## src/rtl/led_shift_driver_pkg.sv

```systemverilog
// Shared definitions for the LED shift driver: FSM state encoding and
// default parameter values used by the top level and the tick divider.
package led_shift_driver_pkg;

    localparam int unsigned DEF_CLK_DIV = 4;
    localparam int unsigned DEF_WIDTH   = 8;

    typedef enum logic [1:0] {
        IDLE       = 2'd0,
        SHIFT_LOW  = 2'd1,
        SHIFT_HIGH = 2'd2,
        LATCH      = 2'd3
    } state_e;

endpackage

```

## src/rtl/led_shift_driver_tick_divider.sv

```systemverilog
// tick_divider: half-period timer for the serial clock.
//   Clock  - system clock
//   Reset  - asynchronous, active-low reset
//   iClear - synchronous clear; holds the count at zero
//   oTick  - high in the last cycle of every CLK_DIV-cycle period
module tick_divider
    import led_shift_driver_pkg::*;
#(
    parameter int unsigned CLK_DIV = DEF_CLK_DIV
) (
    input  logic Clock,
    input  logic Reset,
    input  logic iClear,
    output logic oTick
);

    localparam logic [7:0] LAST = 8'(CLK_DIV - 1);

    logic [7:0] cnt_q;
    logic [7:0] cnt_d;

    assign oTick = (cnt_q == LAST);

    always_comb begin
        cnt_d = cnt_q + 8'd1;
        if (iClear || oTick) begin
            cnt_d = '0;
        end
    end

    always_ff @(posedge Clock or negedge Reset) begin
        if (!Reset) begin
            cnt_q <= '0;
        end else begin
            cnt_q <= cnt_d;
        end
    end

endmodule

```

## src/rtl/led_shift_driver.sv

```systemverilog
// led_shift_driver: serialises the LED register to an external
// serial-in/parallel-out shift register whenever its value changes.
//   Clock    - system clock, rising edge
//   Reset    - asynchronous, active-low reset
//   iData    - LED value to mirror externally
//   oSerClk  - shift clock to the external register
//   oSerData - serial data, MSB first
//   oLatch   - storage-register latch strobe, active-high
//   oBusy    - high while a transfer is in progress
//   oDone    - one-cycle pulse when a transfer finishes
module led_shift_driver
    import led_shift_driver_pkg::*;
#(
    parameter int unsigned CLK_DIV = DEF_CLK_DIV,
    parameter int unsigned WIDTH   = DEF_WIDTH
) (
    input  logic             Clock,
    input  logic             Reset,
    input  logic [WIDTH-1:0] iData,
    output logic             oSerClk,
    output logic             oSerData,
    output logic             oLatch,
    output logic             oBusy,
    output logic             oDone
);

    localparam int unsigned    BW        = $clog2(WIDTH + 1);
    localparam logic [BW-1:0] BITS_LAST = BW'(WIDTH);

    state_e           state_q, state_d;
    logic [WIDTH-1:0] shift_q, shift_d;
    logic [WIDTH-1:0] sent_q, sent_d;
    logic [BW-1:0]    bit_cnt_q, bit_cnt_d;
    logic             force_q, force_d;
    logic             ser_clk_q, ser_clk_d;
    logic             ser_data_q, ser_data_d;
    logic             latch_q, latch_d;
    logic             busy_q, busy_d;
    logic             done_q, done_d;
    logic             tick;
    logic             div_clear;

    // Divider is held at zero while idle so every phase starts on a fresh count.
    assign div_clear = (state_q == IDLE);

    tick_divider #(
        .CLK_DIV(CLK_DIV)
    ) u_tick_divider (
        .Clock (Clock),
        .Reset (Reset),
        .iClear(div_clear),
        .oTick (tick)
    );

    always_comb begin
        state_d   = state_q;
        shift_d   = shift_q;
        sent_d    = sent_q;
        bit_cnt_d = bit_cnt_q;
        force_d   = force_q;
        done_d    = 1'b0;

        case (state_q)
            IDLE: begin
                if (force_q || (iData != sent_q)) begin
                    shift_d   = iData;
                    sent_d    = iData;
                    force_d   = 1'b0;
                    bit_cnt_d = '0;
                    state_d   = SHIFT_LOW;
                end
            end
            SHIFT_LOW: begin
                if (tick) begin
                    state_d = SHIFT_HIGH;
                end
            end
            SHIFT_HIGH: begin
                if (tick) begin
                    shift_d   = shift_q << 1;
                    bit_cnt_d = bit_cnt_q + BW'(1);
                    state_d   = (bit_cnt_d == BITS_LAST) ? LATCH : SHIFT_LOW;
                end
            end
            LATCH: begin
                if (tick) begin
                    state_d = IDLE;
                    done_d  = 1'b1;
                end
            end
            default: state_d = IDLE;
        endcase

        // Outputs are decoded from the next state and registered, so they
        // line up with state_q and never see iData combinationally.
        ser_clk_d = (state_d == SHIFT_HIGH);
        latch_d   = (state_d == LATCH);
        busy_d    = (state_d != IDLE);
        case (state_d)
            SHIFT_LOW:  ser_data_d = shift_d[WIDTH-1];
            SHIFT_HIGH: ser_data_d = ser_data_q;
            default:    ser_data_d = 1'b0;
        endcase
    end

    always_ff @(posedge Clock or negedge Reset) begin
        if (!Reset) begin
            state_q    <= IDLE;
            shift_q    <= '0;
            sent_q     <= '0;
            bit_cnt_q  <= '0;
            force_q    <= 1'b1;
            ser_clk_q  <= 1'b0;
            ser_data_q <= 1'b0;
            latch_q    <= 1'b0;
            busy_q     <= 1'b0;
            done_q     <= 1'b0;
        end else begin
            state_q    <= state_d;
            shift_q    <= shift_d;
            sent_q     <= sent_d;
            bit_cnt_q  <= bit_cnt_d;
            force_q    <= force_d;
            ser_clk_q  <= ser_clk_d;
            ser_data_q <= ser_data_d;
            latch_q    <= latch_d;
            busy_q     <= busy_d;
            done_q     <= done_d;
        end
    end

    assign oSerClk  = ser_clk_q;
    assign oSerData = ser_data_q;
    assign oLatch   = latch_q;
    assign oBusy    = busy_q;
    assign oDone    = done_q;

endmodule

```

## config.mk

```make
export PLATFORM = sky130hd
export DESIGN_NAME = led_shift_driver
export DESIGN_NICKNAME = d
export VERILOG_FILES = /design/src/rtl/led_shift_driver_pkg.sv /design/src/rtl/led_shift_driver_tick_divider.sv /design/src/rtl/led_shift_driver.sv
export SDC_FILE = /design/constraint.sdc
export NUM_CORES = 1
export LEC_CHECK = 0
export BUFFER_PORTS_ARGS = -buffer_cell sky130_fd_sc_hd__buf_2
export CAP_MARGIN = 25
export CORE_ASPECT_RATIO = 1.1
export CORE_UTILIZATION = 50
export CTS_BUF_LIST = sky130_fd_sc_hd__clkbuf_8
export CTS_CLUSTER_SIZE = 12
export DETAILED_ROUTE_END_ITERATION = 8
export GPL_TIMING_DRIVEN = 0
export PLACE_DENSITY = 0.73
export SETUP_SLACK_MARGIN = 0.4
export SYNTH_ARGS = -nofsm -noshare
export SYNTH_HDL_FRONTEND = slang
export SYNTH_SLANG_ARGS = --single-unit
```

## constraint.sdc

```tcl
create_clock -name Clock -period 5.6 [get_ports Clock]
set_input_delay 1.12 -clock Clock [delete_from_list [all_inputs] [get_ports Clock]]
set_output_delay 1.12 -clock Clock [all_outputs]
set_load 0.005 [all_outputs]
```

==> Yosys cells after proc, flatten, opt, wreduce, memory -nomap -nowiden <==
Index checks and enable logic that the tools add are counted.
{ "totals": {"ff_bits": 36, "out_inout_bits": 5, "wordCells": 48} }
{ "classes": {"n_addsub": 2, "n_reduce_logical": 7, "n_eq_ne": 11, "muxes": 16} }
{ "op_table": {"columns": ["operator", "n"], "rows": [
  ["8-bit 2-to-1 mux", 3],
  ["8-bit one-hot mux with 2 select lines", 1],
  ["2-bit 2-to-1 mux", 5],
  ["8-bit by 1-bit adder with 8-bit output, second input constant", 1],
  ["2-bit == test, second input constant", 4],
  ["8-bit by 2-bit == test with 1-bit output, second input constant", 1],
  ["4-bit 2-to-1 mux", 2],
  ["8-bit != test", 1],
  ["2-bit one-hot mux with 4 select lines", 1],
  ["4-bit one-hot mux with 2 select lines", 1],
  ["4-bit by 1-bit adder with 4-bit output, second input constant", 1],
  ["2-bit by 1-bit == test with 1-bit output, second input constant", 2],
  ["4-bit == test, second input constant", 1],
  ["2-bit nonzero test", 2],
  ["3-bit AND reduction", 1],
  ["2-bit logical NOT", 1],
  ["1-bit logical OR", 2],
  ["1-bit 2-to-1 mux", 2],
  ["2-bit by 1-bit != test with 1-bit output, second input constant", 1],
  ["2-bit != test, second input constant", 1],
  ["1-bit one-hot mux with 2 select lines", 1],
  ["2-bit AND reduction", 1]
]} }

==> Logic depth before layout (Yosys ltp) <==
Gate-level depths: netlist of run 1.
{ "logic_depth": {"depth_word": 7, "depth_mapped": 8, "depth_no_buf": 7} }

==> By module <==
Synthesis of run 1 repeated with hierarchy kept, for this count alone.
{ "hier_totals": {"hier_cells": 156, "area_unflattened_um2": 1730.4} }
{ "modules_own_cells": {"columns": ["module", "area_per_inst_um2", "n_inst", "cells_per_inst", "seq_area_each_um2"], "rows": [
  ["led_shift_driver", 1322.5, 1, 117, 701.9],
  ["tick_divider", 407.9, 1, 39, 200.2]
]} }

==> Least setup slack after synthesis of run 1 <==
OpenSTA, ideal clock, no wires.
{ "synth_timing": {"path_type": "input-to-reg", "start": "input iData[1]", "end": "register shift_q[1]", "path_slack_ps": 2840, "setup_ps": 127, "required_ps": 5473, "stages": 8, "arrival_time_ps": 2633, "path_cell_list": "xnor2_1 -> nand4_1 -> or4_4 -> and2_4 -> buf_6 -> buf_6 -> a222oi_1 -> inv_1"} }
{ "synth_between": {"elab_chain_cells": 4} }
{ "synth_rtl": {"columns": ["item", "line_no", "text"], "rows": [
  ["start, declared", "led_shift_driver.sv:19", "input logic [WIDTH-1:0] iData,"],
  ["8-bit != test", "led_shift_driver.sv:65", "if (force_q || (iData != sent_q)) begin"],
  ["1-bit logical OR", "led_shift_driver.sv:65", null],
  ["2-bit != test (no line)", null, null],
  ["3-bit AND reduction (no line)", null, null],
  ["end signal, assigned", "led_shift_driver.sv:120", "shift_q <= shift_d;"],
  ["end, declared", "led_shift_driver.sv:31", "logic [WIDTH-1:0] shift_q, shift_d;"]
]} }
Several ways; a longest one is shown, not always the timed one. The select of a mux whose other input is x is not followed.
A chain may end at the register's enable or synchronous reset.

==> Final worst setup path of run 1 <==
{ "layout_timing": {"start": "input iData[6]", "end": "register busy_q (netlist: oBusy)"} }
{ "layout_between": {"elab_chain_cells": 5} }
{ "layout_rtl": {"columns": ["item", "line_no", "text"], "rows": [
  ["8-bit != test", "led_shift_driver.sv:65", null],
  ["1-bit logical OR", "led_shift_driver.sv:65", null],
  ["2-bit 2-to-1 mux", "led_shift_driver.sv:65", null],
  ["2-bit one-hot mux with 4 select lines", "led_shift_driver.sv:63", "case (state_q)"],
  ["2-bit nonzero test", "led_shift_driver.sv:98", "busy_d = (state_d != IDLE);"],
  ["named net busy_d", "led_shift_driver.sv:38", "logic busy_q, busy_d;"],
  ["end signal, assigned", "led_shift_driver.sv:127", "busy_q <= busy_d;"],
  ["end, declared", "led_shift_driver.sv:38", null]
]} }
The timed path passes the listed nets, and every way through them passes these cells.

==> metrics.txt, run 1 <==
status=complete, no violations; Post-synth EDFFs=0; Max clock buf depth=2; total number of H-tree levels=2; Num CTS Buffers=5; # fillers=about 270; Die ar.=3490 um^2; largest net degree at the start of global routing=37; Crit-path slowest cell=or4_4; Worst EP required=5.77 ns; dpl ws=around 2.4 ns; syn nets=154; Final setup violation count=0; Pins Over Slew Limit=0; Final Core Density=slightly below 60%; Final Hold Fails=0; WL/cell=14.2 um; fmax=~350 MHz; 1st-pass router iterations=4; postcts setup bufs=0; most frequent cell after synthesis=dfrtp_1; crit path kind=input pin to register; CP Cell Sequence=buf_2, xnor2_1, nand4_1, or4_4, o21ai_1, buf_2, and2_1, nand2_1; drt via density=between 5 and 6; setup TNS=0 ns; Slew headroom=between 40% and 50%; post-synthesis cell type count=36; vias post-DR=1101; post-DP HPWL=2020 um; Remaining Overflow, GRT=0; root buffer cell=clkbuf_8; Worst-Margin Slew=between 0.7 and 0.8 ns; initial antenna violation count=0; Max IR drop VDD=0.000346 V; Pleak=0.000871 uW; chip height=a little over 60 um; Layout Nets=approximately 180; Rows=21; Critical path buffers and inverters=2; IO Port Bufs=14; DRC viols=0; Final GP Congestion=approximately 0.8; Detail Route Antenna Nets=0; post-cts repair resize count=0; worst hold margin=0.454 ns; CP max stage delay=~0.56 ns; area grow syn2layout=11.7%; first-pass GRT wire length=about 4600 um; ys flop type=dfrtp_1; RSZ-0062 raised after global routing=false; CP Data Arrival Time=3.02 ns; CP top delay family=simple AND/OR/NAND/NOR gates; Die Wd=between 50 and 60 um; Async S/R FF share, synth=100%; Avg Cell Area, Syn=about 12 um^2; commonest cells in the netlist=35 x dfrtp_1, 12 x nor2_1, 11 x xnor2_1; Critical Path Fanout Max=10; clk_skew=about 0.0056 ns; HP Class=register to register; All-Layer GR Usage=17.8%; post-synthesis sequential area ratio=between 50% and 60%; Synth area leaders=dfrtp_1 54%, xnor2_1 5.9%, mux2_2 4.2%; core footprint=~3100 um^2; Sink Count=36; Iter 0 DRT Violations=52; max-cap viol count=0; #FFs+latches synth=36; post-synth top area share=53.8%; final worst slack=approximately 2.7 ns; Final period util=51.0%; Netlist Area Pre-Place=1630 um^2; crit path launch type=input pin; Syn. warnings=0; CP dominant cell by count=buf_2; Top Ports=15; Initial Util=53.0%; register clock-pin slew on the reported worst setup and hold paths=about 0.070 ns; Post-CTS Hold Buffers=0; drt total wl=2790 um; CTS tree=done; # diodes=0; post-synthesis cell type with the largest combined area=dfrtp_1; cells after synthesis=141; fraction of layout cells with a size suffix above 1=20.4%; Tmin final=around 2.9 ns; vias in the first global route=1101; power density over the cells=514 nW/um^2; Worst setup EP type=register; clk_lat worst skew=around 0.28 ns
logic make-up after synthesis:
| logic type | share of synthesized area [%] |
|---|---|
| adders and majority gates | 2.31 |
| DFF | 55.4 |
| AOI/OAI and AO/OA | 9.53 |
| buffers and inverters | 4.46 |
| muxes | 6.23 |
| and+or+nand+nor | 13.5 |
| xor gates and xnor gates | 8.61 |
metal layers:
metal / wire length [um] / track usage, % / up-vias
met5: 0 / 0 / -
met4: 31 / 7.67 / 0
met3: 74 / 4.35 / 5
met2: 1480 / 33.8 / 15
met1: 1210 / 19.4 / 551
li1: - / - / 530
path summary, 6_finish.rpt:
| check | start | to | slack [ns] | cells after the start |
|---|---|---|---|---|
| setup / recovery | iData[6] | oBusy | 2.75 | 8 |
| hold / removal | u_tick_divider.cnt_q[0] | u_tick_divider.cnt_q[0] | 0.45 | 1 |
| setup reg to reg | u_tick_divider.cnt_q[0] | shift_q[4] | 3.25 | 8 |
| hold reg to reg | u_tick_divider.cnt_q[0] | u_tick_divider.cnt_q[0] | 0.45 | 1 |
| max in group asynchronous | Reset | shift_q[4] | 4.18 | 1 |
| min in group asynchronous | Reset | u_tick_divider.cnt_q[6] | 0.92 | 1 |
sequential cells by signal, summed over array words and instances (netlist names):
register and count:
state_q 2, oSerData 1, u_tick_divider.cnt_q 8, shift_q 8, bit_cnt_q 4, sent_q 8, oBusy 1, oSerClk 1
oDone 1, force_q 1, oLatch 1
final cells by class:
cell class                 instances  area (um^2)  share of cell area [%]
sequential                        36          902                    49.6
multi-input combinational         90          653                    35.9
timing repair buffer              14         70.1                    3.85
clock buffer                       5         68.8                    3.79
tap                               34         42.5                    2.34
inverter                          10         37.5                    2.06
buffer                             5         35.0                    1.93
clock inverter                     2         8.76                   0.482
cells in the final DEF (no fill, tap or decap), types with 3 or more instances in the layout:
cell type / netlist / routed
dfrtp_1: 35 / 35
buf_2: 1 / 15
nor2_1: 12 / 12
xnor2_1: 11 / 11
inv_1: 10 / 11
nand2_1: 9 / 9
mux2_2: 6 / 6
a222oi_1: 6 / 6
nand3_1: 5 / 5
xor2_1: 5 / 5
clkbuf_8: 0 / 5
and3_1: 3 / 3
o21ai_0: 3 / 3
mux2_1: 3 / 3
ha_1: 3 / 3
per-stage QoR:
stage          total power [uW]  std cells  area, um^2
6_report                    934        196        1820
5_1_grt                    1000        196        1820
4_1_cts                     945        196        1820
3_5_place_dp                776        189        1740
3_3_place_gp                756        189        1740
2_1_floorplan               686        141        1630
report_power, final:
group / leakage (uW) / internal [uW] / switching [uW]
sequential: 0.000450 / 360 / 60.4
combinational: 0.000376 / 171 / 178
clock: 0.0000452 / 82.5 / 81.4
Note: power is estimated with default switching activity, not from simulation.
==> run 2, diff against run 1 <==
--- a/config.mk
+++ b/config.mk
@@ -13,7 +13,7 @@
 export CTS_CLUSTER_SIZE = 12
 export DETAILED_ROUTE_END_ITERATION = 8
 export GPL_TIMING_DRIVEN = 0
-export PLACE_DENSITY = 0.73
+export PLACE_DENSITY = 0.76
 export SETUP_SLACK_MARGIN = 0.4
 export SYNTH_ARGS = -nofsm -noshare
 export SYNTH_HDL_FRONTEND = slang
==> constraint.sdc (replaced) <==
create_clock -name Clock -period 2.5 [get_ports Clock]
set_input_delay 0.5 -clock Clock [delete_from_list [all_inputs] [get_ports Clock]]
set_output_delay 0.5 -clock Clock [all_outputs]
set_load 0.005 [all_outputs]
==> run 2 against run 1 <==
Effect of this change:
- clock power up 150%
- clock skew down 0.0014 ns
- die area unchanged
- critical path type is now register to register
- critical endpoint is now shift_q[1]
==> metrics.txt, run 2 (synthesis gave the netlist of run 1 again) <==
clk_skew=around 0.0043 ns; Pins Over Slew Limit=0; Logic pwr share=around two fifths; Max IR drop VDD=roughly 0.0007 V; dpl ws=-0.0539 ns; Final Hold Fails=0; root buffer cell=clkbuf_8; fraction of layout cells with a size suffix above 1=between 20% and 30%; Layout Nets=between 150 and 200; HP Class=input pin to async pin; Initial Util=between 50 and 60%; first-pass GRT wire length=~4600 um; drt via density=approximately 5.5; 1st-pass router iterations=4; # diodes=0; fmax=461 MHz; most common cell after layout, fill and taps aside=dfrtp_1; Critical Path Fanout Max=5; worst hold margin=~0.29 ns; Pleak=about 0.00091 uW; clk_lat worst skew=roughly 0.29 ns; Sink Count=36; DRC viols=0; power density over the cells=approximately 1200 nW/um^2; # fillers=about 260; Final period util=a little under 90%; Die Wd=roughly 56 um; Total Power=about 2200 uW; final worst slack=0.331 ns; Iter 0 DRT Violations=74; crit path kind=register to register; Num CTS Buffers=5; Slew headroom=between 40 and 50%; vias in the first global route=about 1000; placed insts=about 190; RSZ-0062 raised after global routing=true; Switching Share=33.8%; Detail Route Antenna Nets=0; fin cells=between 200 and 250; Top Ports=15; post-DP HPWL=about 1900 um; Pint=approximately 1500 uW; total number of H-tree levels=2; drt total wl=2820 um; initial antenna violation count=0; largest net degree at the start of global routing=37; Clk pwr share=a little under a fifth; chip height=just over 60 um; Tmin final=about 2.2 ns; IO Port Bufs=14; core footprint=3070 um^2; max-cap viol count=0; register clock-pin slew on the reported worst setup and hold paths=roughly 0.07 ns; crit path launch type=register; WL/cell=roughly 14 um; Worst-Margin Slew=~0.79 ns; CP Data Arrival Time=~2.3 ns; Rows=21; Final GP Congestion=slightly below 0.8; Sw Pwr=between 700 and 800 uW; status=complete, no violations; Final setup violation count=0; area grow syn2layout=16.7%; Max clock buf depth=2; CTS tree=done; most frequent cells in the layout=35 x dfrtp_1, 15 x buf_2, 12 x nor2_1, 12 x inv_1, 11 x xnor2_1; Post-CTS Hold Buffers=0; Die ar.=roughly 3500 um^2; register share of total power=a little over two fifths; Remaining Overflow, GRT=0; vias post-DR=1108; setup TNS=0 ns; Regs by FF count=sent_q (8), shift_q (8), u_tick_divider.cnt_q (8); Worst EP required=~2.7 ns; All-Layer GR Usage=between 10% and 20%; Worst setup EP type=register
[run 2: worst max-delay path: stages, from the launching register on]
cell      delay (ns)
dfrtp_1         0.40
xnor2_1         0.14
nand4_1         0.14
or4_4           0.56
and2_4          0.18
buf_6           0.11
buf_6           0.12
a222oi_1        0.31
inv_1           0.09
[run 2: routing by layer]
metal,part of all wire (%),track usage [%],vias up
li1,-,-,543
met1,42,19.6,539
met2,52,33.5,22
met3,3.8,6.83,4
met4,1.8,8.36,0
met5,0,0,-
[run 2: final timing paths]
kind / from / endpoint / slack (ns) / depth (start not counted)
min in group Clock: iData[0] / sent_q[0] / 0.47 / 2
worst max-delay path: sent_q[5] / shift_q[1] / 0.33 / 8
worst min-delay path: Reset / oSerClk / 0.29 / 1
worst min register to register: u_tick_divider.cnt_q[0] / u_tick_divider.cnt_q[0] / 0.47 / 1
worst max register to register: sent_q[5] / shift_q[1] / 0.33 / 8
max in group asynchronous: Reset / state_q[0] / 1.70 / 1
[run 2: what timing repair did]
action,in CTS,in global routing
pin swaps,7,4
buffers inserted,3,1
gates cloned,1,0
setup endpoints to repair,18,18
resized for setup,4,4
[run 2: power by group through the flow]
stage               Sequential [uW]  Clock [uW]  Combinational, uW
floorplan                       923           0                613
global placement                937           0                756
detailed placement              949           0                782
CTS                             944         423                832
global route                    973         441                959
finish                          950         406                853
[run 2: per-stage QoR]
step	utilization (%)	area, um^2
after CTS	61.0	1870
after global routing	61.8	1900
after floorplan	-	1630
after global placement	56.6	1740
final	61.8	1900
after detailed placement	56.6	1740
[run 2: area by class of cell]
type                       count  area (um^2)  share of cell area (%)
multi-input combinational     90          684                    36.0
sequential                    36          902                    47.5
tap                           34         42.5                    2.24
inverter                      10         37.5                    1.98
clock inverter                 2         7.51                   0.395
buffer                         5         37.5                    1.98
timing repair buffer          19          105                    5.53
clock buffer                   6         82.6                    4.35
==> run 3, diff against run 2 <==
--- a/config.mk
+++ b/config.mk
@@ -8,12 +8,12 @@
 export BUFFER_PORTS_ARGS = -buffer_cell sky130_fd_sc_hd__buf_2
 export CAP_MARGIN = 25
 export CORE_ASPECT_RATIO = 1.1
-export CORE_UTILIZATION = 50
+export CORE_UTILIZATION = 55
 export CTS_BUF_LIST = sky130_fd_sc_hd__clkbuf_8
 export CTS_CLUSTER_SIZE = 12
 export DETAILED_ROUTE_END_ITERATION = 8
 export GPL_TIMING_DRIVEN = 0
-export PLACE_DENSITY = 0.76
+export PLACE_DENSITY = 0.82
 export SETUP_SLACK_MARGIN = 0.4
 export SYNTH_ARGS = -nofsm -noshare
 export SYNTH_HDL_FRONTEND = slang
==> run 3 against run 2 <==
Effect of this change:
- routed wire length rose by 12%
- total power rose by 5.1%
- register-to-register slack barely moved
- clock power rose by 1%
- clock skew barely moved
- non-clock buffer count rose by 3
- flip-flop and latch count did not move
- utilization rose by 8.8 points
- via count rose by 4.3%
- cell area rose by 3.3%
- fmax rose by 0.54%
- die area fell by 8.8%
- critical endpoint unchanged
- largest cell class unchanged
==> metrics.txt, run 3 (synthesis gave the netlist of run 1 again) <==
status=complete, no violations; register clock-pin slew on the reported worst setup and hold paths=~0.070 ns; Top Ports=15; total number of H-tree levels=2; Pint=between 1500 and 2000 uW; vias in the first global route=~1100; area grow syn2layout=20.5%; first-pass GRT wire length=a little over 5000 um; clk_lat worst skew=0.29 ns; # diodes=0; WL/cell=15.5 um; RSZ-0062 raised after global routing=true; clk_skew=roughly 0.004 ns; Final GP Congestion=around 0.77; Rows=20; Sw Pwr=~800 uW; All-Layer GR Usage=a little under a quarter; Final period util=between 80% and 90%; Post-CTS Hold Buffers=0; crit path kind=register to register; root buffer cell=clkbuf_8; dpl cell area=approximately 1700 um^2; Die Wd=between 50 and 60 um; Worst EP required=2.67 ns; Worst-Margin Slew=0.789 ns; Pleak=roughly 0.00094 uW; Max IR drop VDD=0.000946 V; Clk pwr share=approximately 18%; reg-to-reg critical path endpoint=shift_q[1]; setup TNS=0 ns; crit path launch type=register; IO Port Bufs=14; chip height=~59 um; DRC viols=0; Slew headroom=47.4%; Logic pwr share=approximately 41%; vias post-DR=~1200; most frequent cells in the layout=35 x dfrtp_1, 14 x buf_2, 12 x nor2_1, 12 x inv_1, 10 x xnor2_1; fraction of layout cells with a size suffix above 1=between 20% and 30%; Num CTS Buffers=5; Critical Path Fanout Max=5; register share of total power=41.3%; Detail Route Antenna Nets=0; drt via density=around 5.7; post-DP HPWL=1960 um; FF-to-FF Start=sent_q[1]; Pins Over Slew Limit=0; Remaining Overflow, GRT=0; Final Hold Fails=0; most common cell after layout, fill and taps aside=dfrtp_1; 1st-pass router iterations=4; # fillers=189; power density over the cells=1180 nW/um^2; Total Power=about 2300 uW; core footprint=roughly 2800 um^2; Worst Reg-to-Reg Cells=8; Die ar.=3180 um^2; Tmin final=roughly 2.2 ns; initial antenna violation count=0; max-cap viol count=0; Final setup violation count=0; Max clock buf depth=2; Regs by FF count=sent_q (8), shift_q (8), u_tick_divider.cnt_q (8); drt total wl=between 3000 and 4000 um; Sink Count=36; Iter 0 DRT Violations=between 40 and 50; Switching Share=about a third; Layout Nets=183; Worst R2R Setup Slack=~0.34 ns; Initial Util=58.6%; largest net degree at the start of global routing=37; CTS tree=done; HP Class=input pin to async pin; CP Data Arrival Time=about 2.3 ns; Worst setup EP type=register; fmax=roughly 460 MHz; Design Area, Final=between 1500 and 2000 um^2
## run 3: metal layers
| metal | track usage, % | wire length (um) |
|---|---|---|
| met5 | 0 | 0 |
| met4 | 15.8 | 134 |
| met3 | 7.18 | 124 |
| met2 | 36.3 | 1650 |
| met1 | 26.7 | 1260 |
## run 3: repair_timing
item                                    CTS  global route
buffers inserted                          3             4
endpoints found under the setup margin   18            21
pin swaps                                 2             9
cloned                                    1             0
resized for setup                         8             4
## run 3: worst max-delay path: stages, from the launching register on
cell and delay [ns]:
dfrtp_1 0.38, xnor2_1 0.16, nand4_1 0.15, or4_4 0.53, and2_4 0.18, buf_6 0.13, buf_8 0.12, a222oi_1 0.33
inv_1 0.06
## run 3: worst max path at each step
stage                         start    endpoint  slack [ns]
after floorplan            iData[1]  shift_q[1]        0.38
after global placement     iData[1]       oBusy       -0.01
after detailed placement   iData[1]       oBusy       -0.04
after CTS                 sent_q[1]  shift_q[1]        0.33
after global routing      sent_q[6]  shift_q[1]        0.25
final                     sent_q[1]  shift_q[1]        0.34
## run 3: final cells by class
type,instances,area [um^2],share of cell area (%)
plain buffers,5,41.3,2.10
clock buffers,6,82.6,4.21
clock inverters,2,7.51,0.383
inverters,10,37.5,1.91
multi-input cells,90,699,35.7
flip-flops and latches,36,902,46.0
well taps,33,41.3,2.10
repair buffers,22,150,7.65
## run 3: power groups by stage
stage                     sequential, uW  clock (uW)  combinational [uW]
after floorplan                      923           0                 613
final                                958         410                 953
after detailed placement             952           0                 777
after global placement               937           0                 749
after global routing                 979         450                1040
after CTS                            949         423                 894
## run 3: through the flow
step | utilization [%] | hold slack [ns] | std cells | setup slack (ns)
after global placement | 62.6 | 0.441 | 188 | -0.0101
after CTS | 68.8 | 0.308 | 200 | 0.326
after global routing | 70.6 | 0.359 | 204 | 0.246
final | 70.6 | 0.295 | 204 | 0.342
after detailed placement | 62.6 | 0.464 | 188 | -0.0437
after floorplan | - | 0.204 | 141 | 0.381
